===== config.mk =====
export PLATFORM = sky130hd
export DESIGN_NAME = median_filter_stream
export DESIGN_NICKNAME = d
export VERILOG_FILES = /design/src/rtl/median_filter_stream.sv
export SDC_FILE = /design/constraint.sdc
export NUM_CORES = 1
export LEC_CHECK = 0
export ABC_AREA = 1
export BUFFER_PORTS_ARGS = -buffer_cell sky130_fd_sc_hd__buf_2
export CORE_ASPECT_RATIO = 2
export CORE_MARGIN = 2
export CORE_UTILIZATION = 66
export CTS_CLUSTER_DIAMETER = 200
export DETAILED_ROUTE_END_ITERATION = 10
export GPL_TIMING_DRIVEN = 0
export PLACE_DENSITY = 0.95
export SYNTH_ARGS = -nofsm -noshare
export SYNTH_HDL_FRONTEND = slang
export SYNTH_SLANG_ARGS = --single-unit

===== constraint.sdc =====
create_clock -name clk -period 8.2 [get_ports clk]
set_input_delay 1.23 -clock clk [delete_from_list [all_inputs] [get_ports clk]]
set_output_delay 1.23 -clock clk [all_outputs]
set_load 0.1 [all_outputs]

===== src/rtl/median_filter_stream.sv =====
// Streaming 1-D median filter: one frame of frame_len samples in, one median per full
// WINDOW-deep window out, with start/busy/done frame control.
//
// state   | meaning
// --------+-----------------------------------------------------------
// S_IDLE  | waiting for start; frame_len latched on start
// S_RUN   | accepting samples, emitting medians once the window is full
// S_DRAIN | all samples taken; waiting for the last median to be taken
// S_DONE  | one-cycle done pulse, back to S_IDLE
module median_filter_stream #(
    parameter int WIDTH  = 32,
    parameter int WINDOW = 3,
    parameter int LEN_W  = 16,
    parameter int SIGNED = 0
) (
    input  logic             clk,
    input  logic             rst_n,
    input  logic             start,
    input  logic [LEN_W-1:0] frame_len,
    output logic             busy,
    output logic             done,
    input  logic             in_valid,
    output logic             in_ready,
    input  logic [WIDTH-1:0] in_data,
    output logic             out_valid,
    input  logic             out_ready,
    output logic [WIDTH-1:0] out_data
);

    localparam int MID = (WINDOW - 1) / 2;

    if ((WINDOW < 3) || (WINDOW > 15) || ((WINDOW % 2) == 0)) begin : g_bad_window
        $error("median_filter_stream: WINDOW must be odd and within 3..15");
    end

    typedef enum logic [1:0] {
        S_IDLE,
        S_RUN,
        S_DRAIN,
        S_DONE
    } state_t;

    state_t             r_state;
    state_t             w_state_nxt;
    logic [LEN_W-1:0]   r_len;
    logic [LEN_W-1:0]   r_in_cnt;
    logic [WIDTH-1:0]   r_win [WINDOW];
    logic [WIDTH-1:0]   w_win_nxt [WINDOW];
    logic               r_out_valid;
    logic [WIDTH-1:0]   r_out_data;
    logic [WIDTH-1:0]   w_median;
    logic               w_in_ready;
    logic               w_in_hs;
    logic [LEN_W:0]     w_in_cnt_inc;
    logic               w_load;
    logic               w_last;

    function automatic logic lt(input logic [WIDTH-1:0] a, input logic [WIDTH-1:0] b);
        if (SIGNED != 0) return $signed(a) < $signed(b);
        else             return a < b;
    endfunction

    // The in_ready gate on a pending median means a load can never overwrite an unconsumed one.
    assign w_in_ready   = (r_state == S_RUN) && (r_in_cnt < r_len) && (!r_out_valid || out_ready);
    assign w_in_hs      = in_valid && w_in_ready;
    assign w_in_cnt_inc = {1'b0, r_in_cnt} + {{LEN_W{1'b0}}, 1'b1};
    assign w_load       = w_in_hs && (w_in_cnt_inc >= (LEN_W + 1)'(WINDOW));
    assign w_last       = w_in_hs && (w_in_cnt_inc == {1'b0, r_len});

    assign in_ready  = w_in_ready;
    assign out_valid = r_out_valid;
    assign out_data  = r_out_data;
    assign busy      = (r_state != S_IDLE);
    assign done      = (r_state == S_DONE);

    // Rank selection: ties are broken by position, so exactly one element has rank MID.
    always_comb begin
        logic [3:0] rank;
        w_median = '0;
        rank     = '0;
        w_win_nxt[0] = in_data;
        for (int k = 1; k < WINDOW; k++) begin
            w_win_nxt[k] = r_win[k-1];
        end
        for (int j = 0; j < WINDOW; j++) begin
            rank = '0;
            for (int k = 0; k < WINDOW; k++) begin
                if (lt(w_win_nxt[k], w_win_nxt[j])) rank = rank + 4'd1;
                if ((k < j) && (w_win_nxt[k] == w_win_nxt[j])) rank = rank + 4'd1;
            end
            if (rank == 4'(MID)) w_median = w_win_nxt[j];
        end
    end

    always_comb begin
        w_state_nxt = r_state;
        case (r_state)
            S_IDLE: begin
                if (start) w_state_nxt = (frame_len == '0) ? S_DONE : S_RUN;
            end
            S_RUN: begin
                if (w_last) w_state_nxt = S_DRAIN;
            end
            S_DRAIN: begin
                if (!r_out_valid || out_ready) w_state_nxt = S_DONE;
            end
            S_DONE: begin
                w_state_nxt = S_IDLE;
            end
            default: begin
                w_state_nxt = S_IDLE;
            end
        endcase
    end

    always_ff @(posedge clk or negedge rst_n) begin
        if (!rst_n) begin
            r_state     <= S_IDLE;
            r_len       <= '0;
            r_in_cnt    <= '0;
            r_out_valid <= 1'b0;
            r_out_data  <= '0;
            for (int k = 0; k < WINDOW; k++) begin
                r_win[k] <= '0;
            end
        end else begin
            r_state <= w_state_nxt;
            if ((r_state == S_IDLE) && start) begin
                r_len    <= frame_len;
                r_in_cnt <= '0;
            end else if (w_in_hs) begin
                r_in_cnt <= w_in_cnt_inc[LEN_W-1:0];
            end
            if (w_in_hs) begin
                for (int k = 0; k < WINDOW; k++) begin
                    r_win[k] <= w_win_nxt[k];
                end
            end
            if (w_load) begin
                r_out_valid <= 1'b1;
                r_out_data  <= w_median;
            end else if (out_ready) begin
                r_out_valid <= 1'b0;
            end
        end
    end

endmodule

==> flow_summary.toml, run 1 <==
[status]
status = "completed"

[sta]
tightest_slew_ps = 1110
hold_violations = 0
finalCritPeriodShare = 0.576
period_minus_slack_ps = 4730
fin_ws_ps = 3470
max_slew_margin = 0.250
hold_ws_ps = 476
finalMaxSlewViolations = 0
rsz0062_at_grt = "false"
setup_tns_ps = 0
fmax_mhz = 212
finalSetupViolCount = 0
skew_ps = 11.2

[grt]
grtUsageMet2 = 0.673
use_met1 = 0.381
grt-ovfl-total = 0
grt_pass1_vias = 9993
grt.busiest_layer = "met2"
use_met3 = 0.115
antenna_found_initial = 1
track_usage = 0.397
grt_pass1_wl_mm = 47.1
grt_max_degree = 70

[setup_path]
endpoint_kind = "flip-flop"
startpoint_type = "input pin"
path_cells = "buf_2 -> ha_1 -> nand2_1 -> nor4_1 -> nand2_1 -> o211ai_1 -> nand2_1 -> nand2_1 -> inv_1 -> ha_1 -> inv_1 -> nand3_1 -> nand2_1 -> ha_1 -> inv_1 -> nand3_1 -> nand2_1 -> clkbuf_1 -> nand4_1 -> nand3_1 -> nand2_1"
cp.arrival_ps = 5050
ff2ff_path_depth = 21
critPathTopFamily = "simple AND/OR/NAND/NOR gates"
cp.depth = 21
crit_fanout = 10
crit_top_cell = "nand2_1"
criticalPathCategory = "in2reg"
r2r_setup_slack_ps = 4010
cp_data_required_time_ps = 8530
path_buf_inv = 5
slowest_stage = "nor4_1"
crit_path_max_incr_delay_ps = 620

[die]
die_y_um = 175
core_um2 = 14400
die_w_um = 89.5
dieArea_um2 = 15700
pin_count = 89
initial_core_util = 0.672
rows = 62

[clocking]
cts_root_buf = "clkbuf_16"
insertion_delay_ps = 430
clk_path_buf_depth = 2
cts-resized-gates = 0
htreeDepth = 4
cts_made_buffers = 17
cts_tree = "yes"
postCtsHoldBufs = 0
clock-sinks = 131
clk_pin_slew_ps = 60
postCtsSetupBuffers = 0

[routing]
drcViolationCount = 0
ant_nets = 0
wl_per_cell_um = 17.9
vias = 9703
drt-total-wl_mm = 29.1
drt_iter0_drc = 727
via_per_inst = 5.98
drtPass1Iterations = 8

[finish]
nets = 1594
layout_commonest_cell = "nand2_1"
post-route-util = 0.764
drive_above_1_share = 0.128
layout_common_cells = "nand2_1, inv_1, dfrtp_1"
syn_to_final_growth_pct = 13.6

[logic_synthesis]
avgSynthCellArea_um2 = 7.37
syn_inst = 1308
yosys_warnings = 0
synth_seq_cells = 131
ys_seq_area_frac = 0.340
syn_area_um2 = 9650
ys_types = 39
syn_nets = 1486

[placement]
hpwlAfterDp_mm = 21.9
pre_cts_slack_ps = 3210
globalplace.congestion = 1.01
numPortBuffers = 88

[worst_hold_path]
hold_path.class = "reg2reg"
holdPathStages = 2

[run]
maxCapViolCount = 0
## path summary, 6_finish.rpt
check                                  start           end
worst max-delay path             in_data[15]  out_data[22]
worst min-delay path            out_data[28]  out_data[28]
worst max register to register     r_win[47]  out_data[22]
worst min register to register  out_data[28]  out_data[28]
max in group asynchronous              rst_n     r_win[74]
min in group asynchronous              rst_n      r_len[2]
## cell families (layout without fill, tap and decap cells)
group / Yosys count / count (layout) / share of synthesized area
AND/OR/NAND/NOR: 666 / 666 / 0.307
other: 0 / 1 / 0
adder cells (fa/ha/maj): 125 / 125 / 0.162
buffers and inverters: 199 / 320 / 0.0833
XOR/XNOR: 9 / 9 / 0.00817
AO/OA/AOI/OAI: 178 / 178 / 0.0998
flip-flops: 131 / 131 / 0.340
## metrics by stage
stage / area, µm² / cells
finish: 11000 / 1622
CTS: 11000 / 1621
detailed placement: 10400 / 1589
floorplan: 9650 / 1308
global placement: 10300 / 1588
global route: 11000 / 1621
## cell usage after synthesis
| library cell | count | area [µm²] |
|---|---|---|
| a211oi_1 | 3 | 22.5 |
| a21boi_0 | 1 | 7.51 |
| a21o_1 | 1 | 7.51 |
| a21oi_1 | 48 | 240 |
| a21oi_2 | 1 | 8.76 |
| a221oi_1 | 1 | 8.76 |
| and2_1 | 1 | 6.26 |
| buf_2 | 24 | 120 |
| buf_4 | 1 | 7.51 |
| buf_6 | 3 | 33.8 |
| clkbuf_1 | 23 | 86.3 |
| clkinv_1 | 3 | 11.3 |
| dfrtp_1 | 131 | 3280 |
| ha_1 | 125 | 1560 |
| inv_1 | 144 | 541 |
| inv_2 | 1 | 3.75 |
| nand2_1 | 442 | 1660 |
| nand2_2 | 5 | 31.3 |
| nand3_1 | 83 | 415 |
| nand3_2 | 23 | 230 |
| nand4_1 | 50 | 313 |
| nand4_2 | 1 | 12.5 |
| nor2_1 | 39 | 146 |
| nor2_2 | 1 | 6.26 |
| nor2_4 | 2 | 22.5 |
| nor3_1 | 10 | 50.1 |
| nor3_2 | 1 | 10.0 |
| nor4_1 | 6 | 37.5 |
| nor4_2 | 1 | 12.5 |
| o211ai_1 | 2 | 15.0 |
| o21a_1 | 6 | 45.0 |
| o21ai_0 | 96 | 480 |
| o21ai_1 | 1 | 5.00 |
| o21bai_1 | 1 | 7.51 |
| o221ai_1 | 3 | 26.3 |
| o22ai_1 | 14 | 87.6 |
| or2_2 | 1 | 6.26 |
| xnor2_1 | 1 | 8.76 |
| xor2_1 | 8 | 70.1 |
## worst reg2reg max path, stage by stage (launching register included)
cell and delay [ps]:
dfrtp_1 320, inv_1 80, ha_1 310, nand2_1 80, nor4_1 620, nand2_1 190
o211ai_1 200, nand2_1 80, nand2_1 90, inv_1 50, ha_1 320, inv_1 50
nand3_1 100, nand2_1 80, ha_1 290, inv_1 50, nand3_1 60, nand2_1 290
clkbuf_1 400, nand4_1 230, nand3_1 140, nand2_1 50
## layer usage
layer | routed length (µm) | vias to the layer above | part of all wire
met2 | 15300 | 505 | 0.53
met4 | 2570 | 2 | 0.088
met1 | 9390 | 4471 | 0.32
li1 | - | 4542 | -
met5 | 8 | - | 0.00028
met3 | 1830 | 183 | 0.063
## flip-flops by register name, indices dropped and copies added, names as in the netlist
register	count
r_win	64
out_valid	1
r_state	2
r_len	16
r_in_cnt	16
out_data	32
## final cells by class
type,instances,area (µm²)
multi-input combinational,978,5560
fill,1049,3390
sequential,131,3280
inverter,148,556
timing repair buffer,89,474
clock buffer,22,464
buffer,51,248
tap,192,240
clock inverter,10,131
antenna,1,2.50
Power of run 1 is left out: the tool's default activity adds up to more than one toggle a clock period on the data nets, which glitch-free logic cannot reach.
==> run 2: changes to the inputs <==
--- a/config.mk
+++ b/config.mk
@@ -9,11 +9,11 @@
 export BUFFER_PORTS_ARGS = -buffer_cell sky130_fd_sc_hd__buf_2
 export CORE_ASPECT_RATIO = 2
 export CORE_MARGIN = 2
-export CORE_UTILIZATION = 66
+export CORE_UTILIZATION = 61
 export CTS_CLUSTER_DIAMETER = 200
 export DETAILED_ROUTE_END_ITERATION = 10
 export GPL_TIMING_DRIVEN = 0
-export PLACE_DENSITY = 0.95
+export PLACE_DENSITY = 0.92
 export SYNTH_ARGS = -nofsm -noshare
 export SYNTH_HDL_FRONTEND = slang
 export SYNTH_SLANG_ARGS = --single-unit
==> constraint.sdc (replaced) <==
create_clock -name clk -period 4.4 [get_ports clk]
set_input_delay 0.66 -clock clk [delete_from_list [all_inputs] [get_ports clk]]
set_output_delay 0.66 -clock clk [all_outputs]
set_load 0.1 [all_outputs]
==> run 2 against run 1 <==
Sequential cell count did not move. Global-route usage down 5.8 points. Hold slack worse by 330 ps. Register-to-register slack got worse by 3600 ps. Sequential share of layout area down 0.21 points. Final cell count up 0.43%. Design area increased by 0.71%. Via count increased by 0.20%. Utilization fell by 5.7 points. Largest cell class unchanged.
==> flow_summary.toml, run 2 (same netlist as run 1, synthesis figures left out) <==
[finish]
drive_above_1_share = 0.128
largest_register_ff_count = 64
syn_to_final_growth_pct = 14.4
post-route-util = 0.707
layout_commonest_cell = "nand2_1"
fillers = 1247
layout_common_cells = "nand2_1, inv_1, dfrtp_1"
diodes = 0
nets = 1594
largest_register = "r_win"

[clocking]
postCtsSetupBuffers = 0
insertion_delay_ps = 430
postCtsHoldBufs = 0
clock-sinks = 131
cts_tree = "yes"
clk_pin_slew_ps = 60
cts_root_buf = "clkbuf_16"
clk_path_buf_depth = 2
cts-resized-gates = 0
cts_made_buffers = 17
htreeDepth = 4

[routing]
drt_iter0_drc = 826
wl_per_cell_um = 17.0
drt-total-wl_mm = 27.7
ant_nets = 0
drtPass1Iterations = 8
vias = 9722
via_per_inst = 5.97
drcViolationCount = 0

[worst_hold_path]
hold_path.class = "in2async"

[sta]
hold_violations = 0
finalMaxSlewViolations = 0
rsz0062_at_grt = "false"
max_slew_margin = 0.519
skew_ps = 11.0
finalSetupViolCount = 0
setup_tns_ps = 0
finalCritPeriodShare = 0.904
fmax_mhz = 251
period_minus_slack_ps = 3980
hold_ws_ps = 145
tightest_slew_ps = 715

[grt]
grt_pass1_wl_mm = 46.0
track_usage = 0.339
grt_pass1_vias = 9852
grt-ovfl-total = 0
grt_max_degree = 91
antenna_found_initial = 0

[placement]
globalplace.congestion = 0.942
numPortBuffers = 88
hpwlAfterDp_mm = 20.0

[setup_path]
cp.arrival_ps = 4290
ff2ff_path_depth = 25
crit_fanout = 10
endpoint_kind = "flip-flop"
slowest_stage = "clkbuf_1"
crit_path_max_incr_delay_ps = 480
criticalPathCategory = "reg2reg"
startpoint_type = "flip-flop"
crit_top_cell = "nand2_1"
cp_data_required_time_ps = 4720

[die]
die_w_um = 92.9
rows = 65
core_um2 = 15600
dieArea_um2 = 16900
initial_core_util = 0.618
pin_count = 89
die_y_um = 182

[run]
maxCapViolCount = 0

[status]
status = "completed"
## run 2: cell types whose count changed in the layout (fill, tap and decap cells not counted)
cell	previous run	this run
clkinv_2	5	3
bufinv_16	3	6
clkbuf_1	26	25
clkinvlp_4	1	0
diode_2	1	0
## run 2: worst max-delay path, delay by kind of cell, from the launching register on
kind	cells	cell delay, ps
and+or+nand+nor	12	1260
AOI/OAI and AO/OA	4	740
DFF	1	320
buffers and inverters	6	740
adders and majority gates	3	810
## run 2: layout make-up
cell class | count | area [µm²] | area share
Multi-Input combinational cell | 978 | 5560 | 0.504
Sequential cell | 131 | 3280 | 0.297
Inverter | 148 | 556 | 0.0503
Timing Repair Buffer | 89 | 474 | 0.0430
Clock buffer | 21 | 460 | 0.0417
Tap cell | 201 | 251 | 0.0228
Buffer | 51 | 248 | 0.0224
Clock inverter | 10 | 204 | 0.0185
## run 2: final timing paths
kind,end,slack (ps),from
worst min register to register,out_data[17],470,out_data[17]
worst min-delay path,r_len[15],150,rst_n
min in group clk,r_len[14],460,frame_len[14]
worst max register to register,out_data[20],420,r_win[33]
max in group asynchronous,r_win[76],3460,rst_n
worst max-delay path,out_data[20],420,r_win[33]
## run 2: metal layers
layer,wire length (µm),track usage,vias up
met5,0,0,-
met4,1140,0.171,0
met3,2070,0.0560,131
met2,13700,0.570,541
met1,10800,0.416,4500
li1,-,-,4550
## run 2: stage by stage
| stage | setup slack, ps | cells | instance area [µm²] |
|---|---|---|---|
| detailed placement | 108 | 1598 | 10400 |
| finish | 423 | 1629 | 11000 |
| CTS | 500 | 1629 | 11000 |
| global placement | 246 | 1597 | 10300 |
| global route | 159 | 1629 | 11000 |
| floorplan | 1030 | 1308 | 9650 |
Power of run 2 is left out for the same reason.
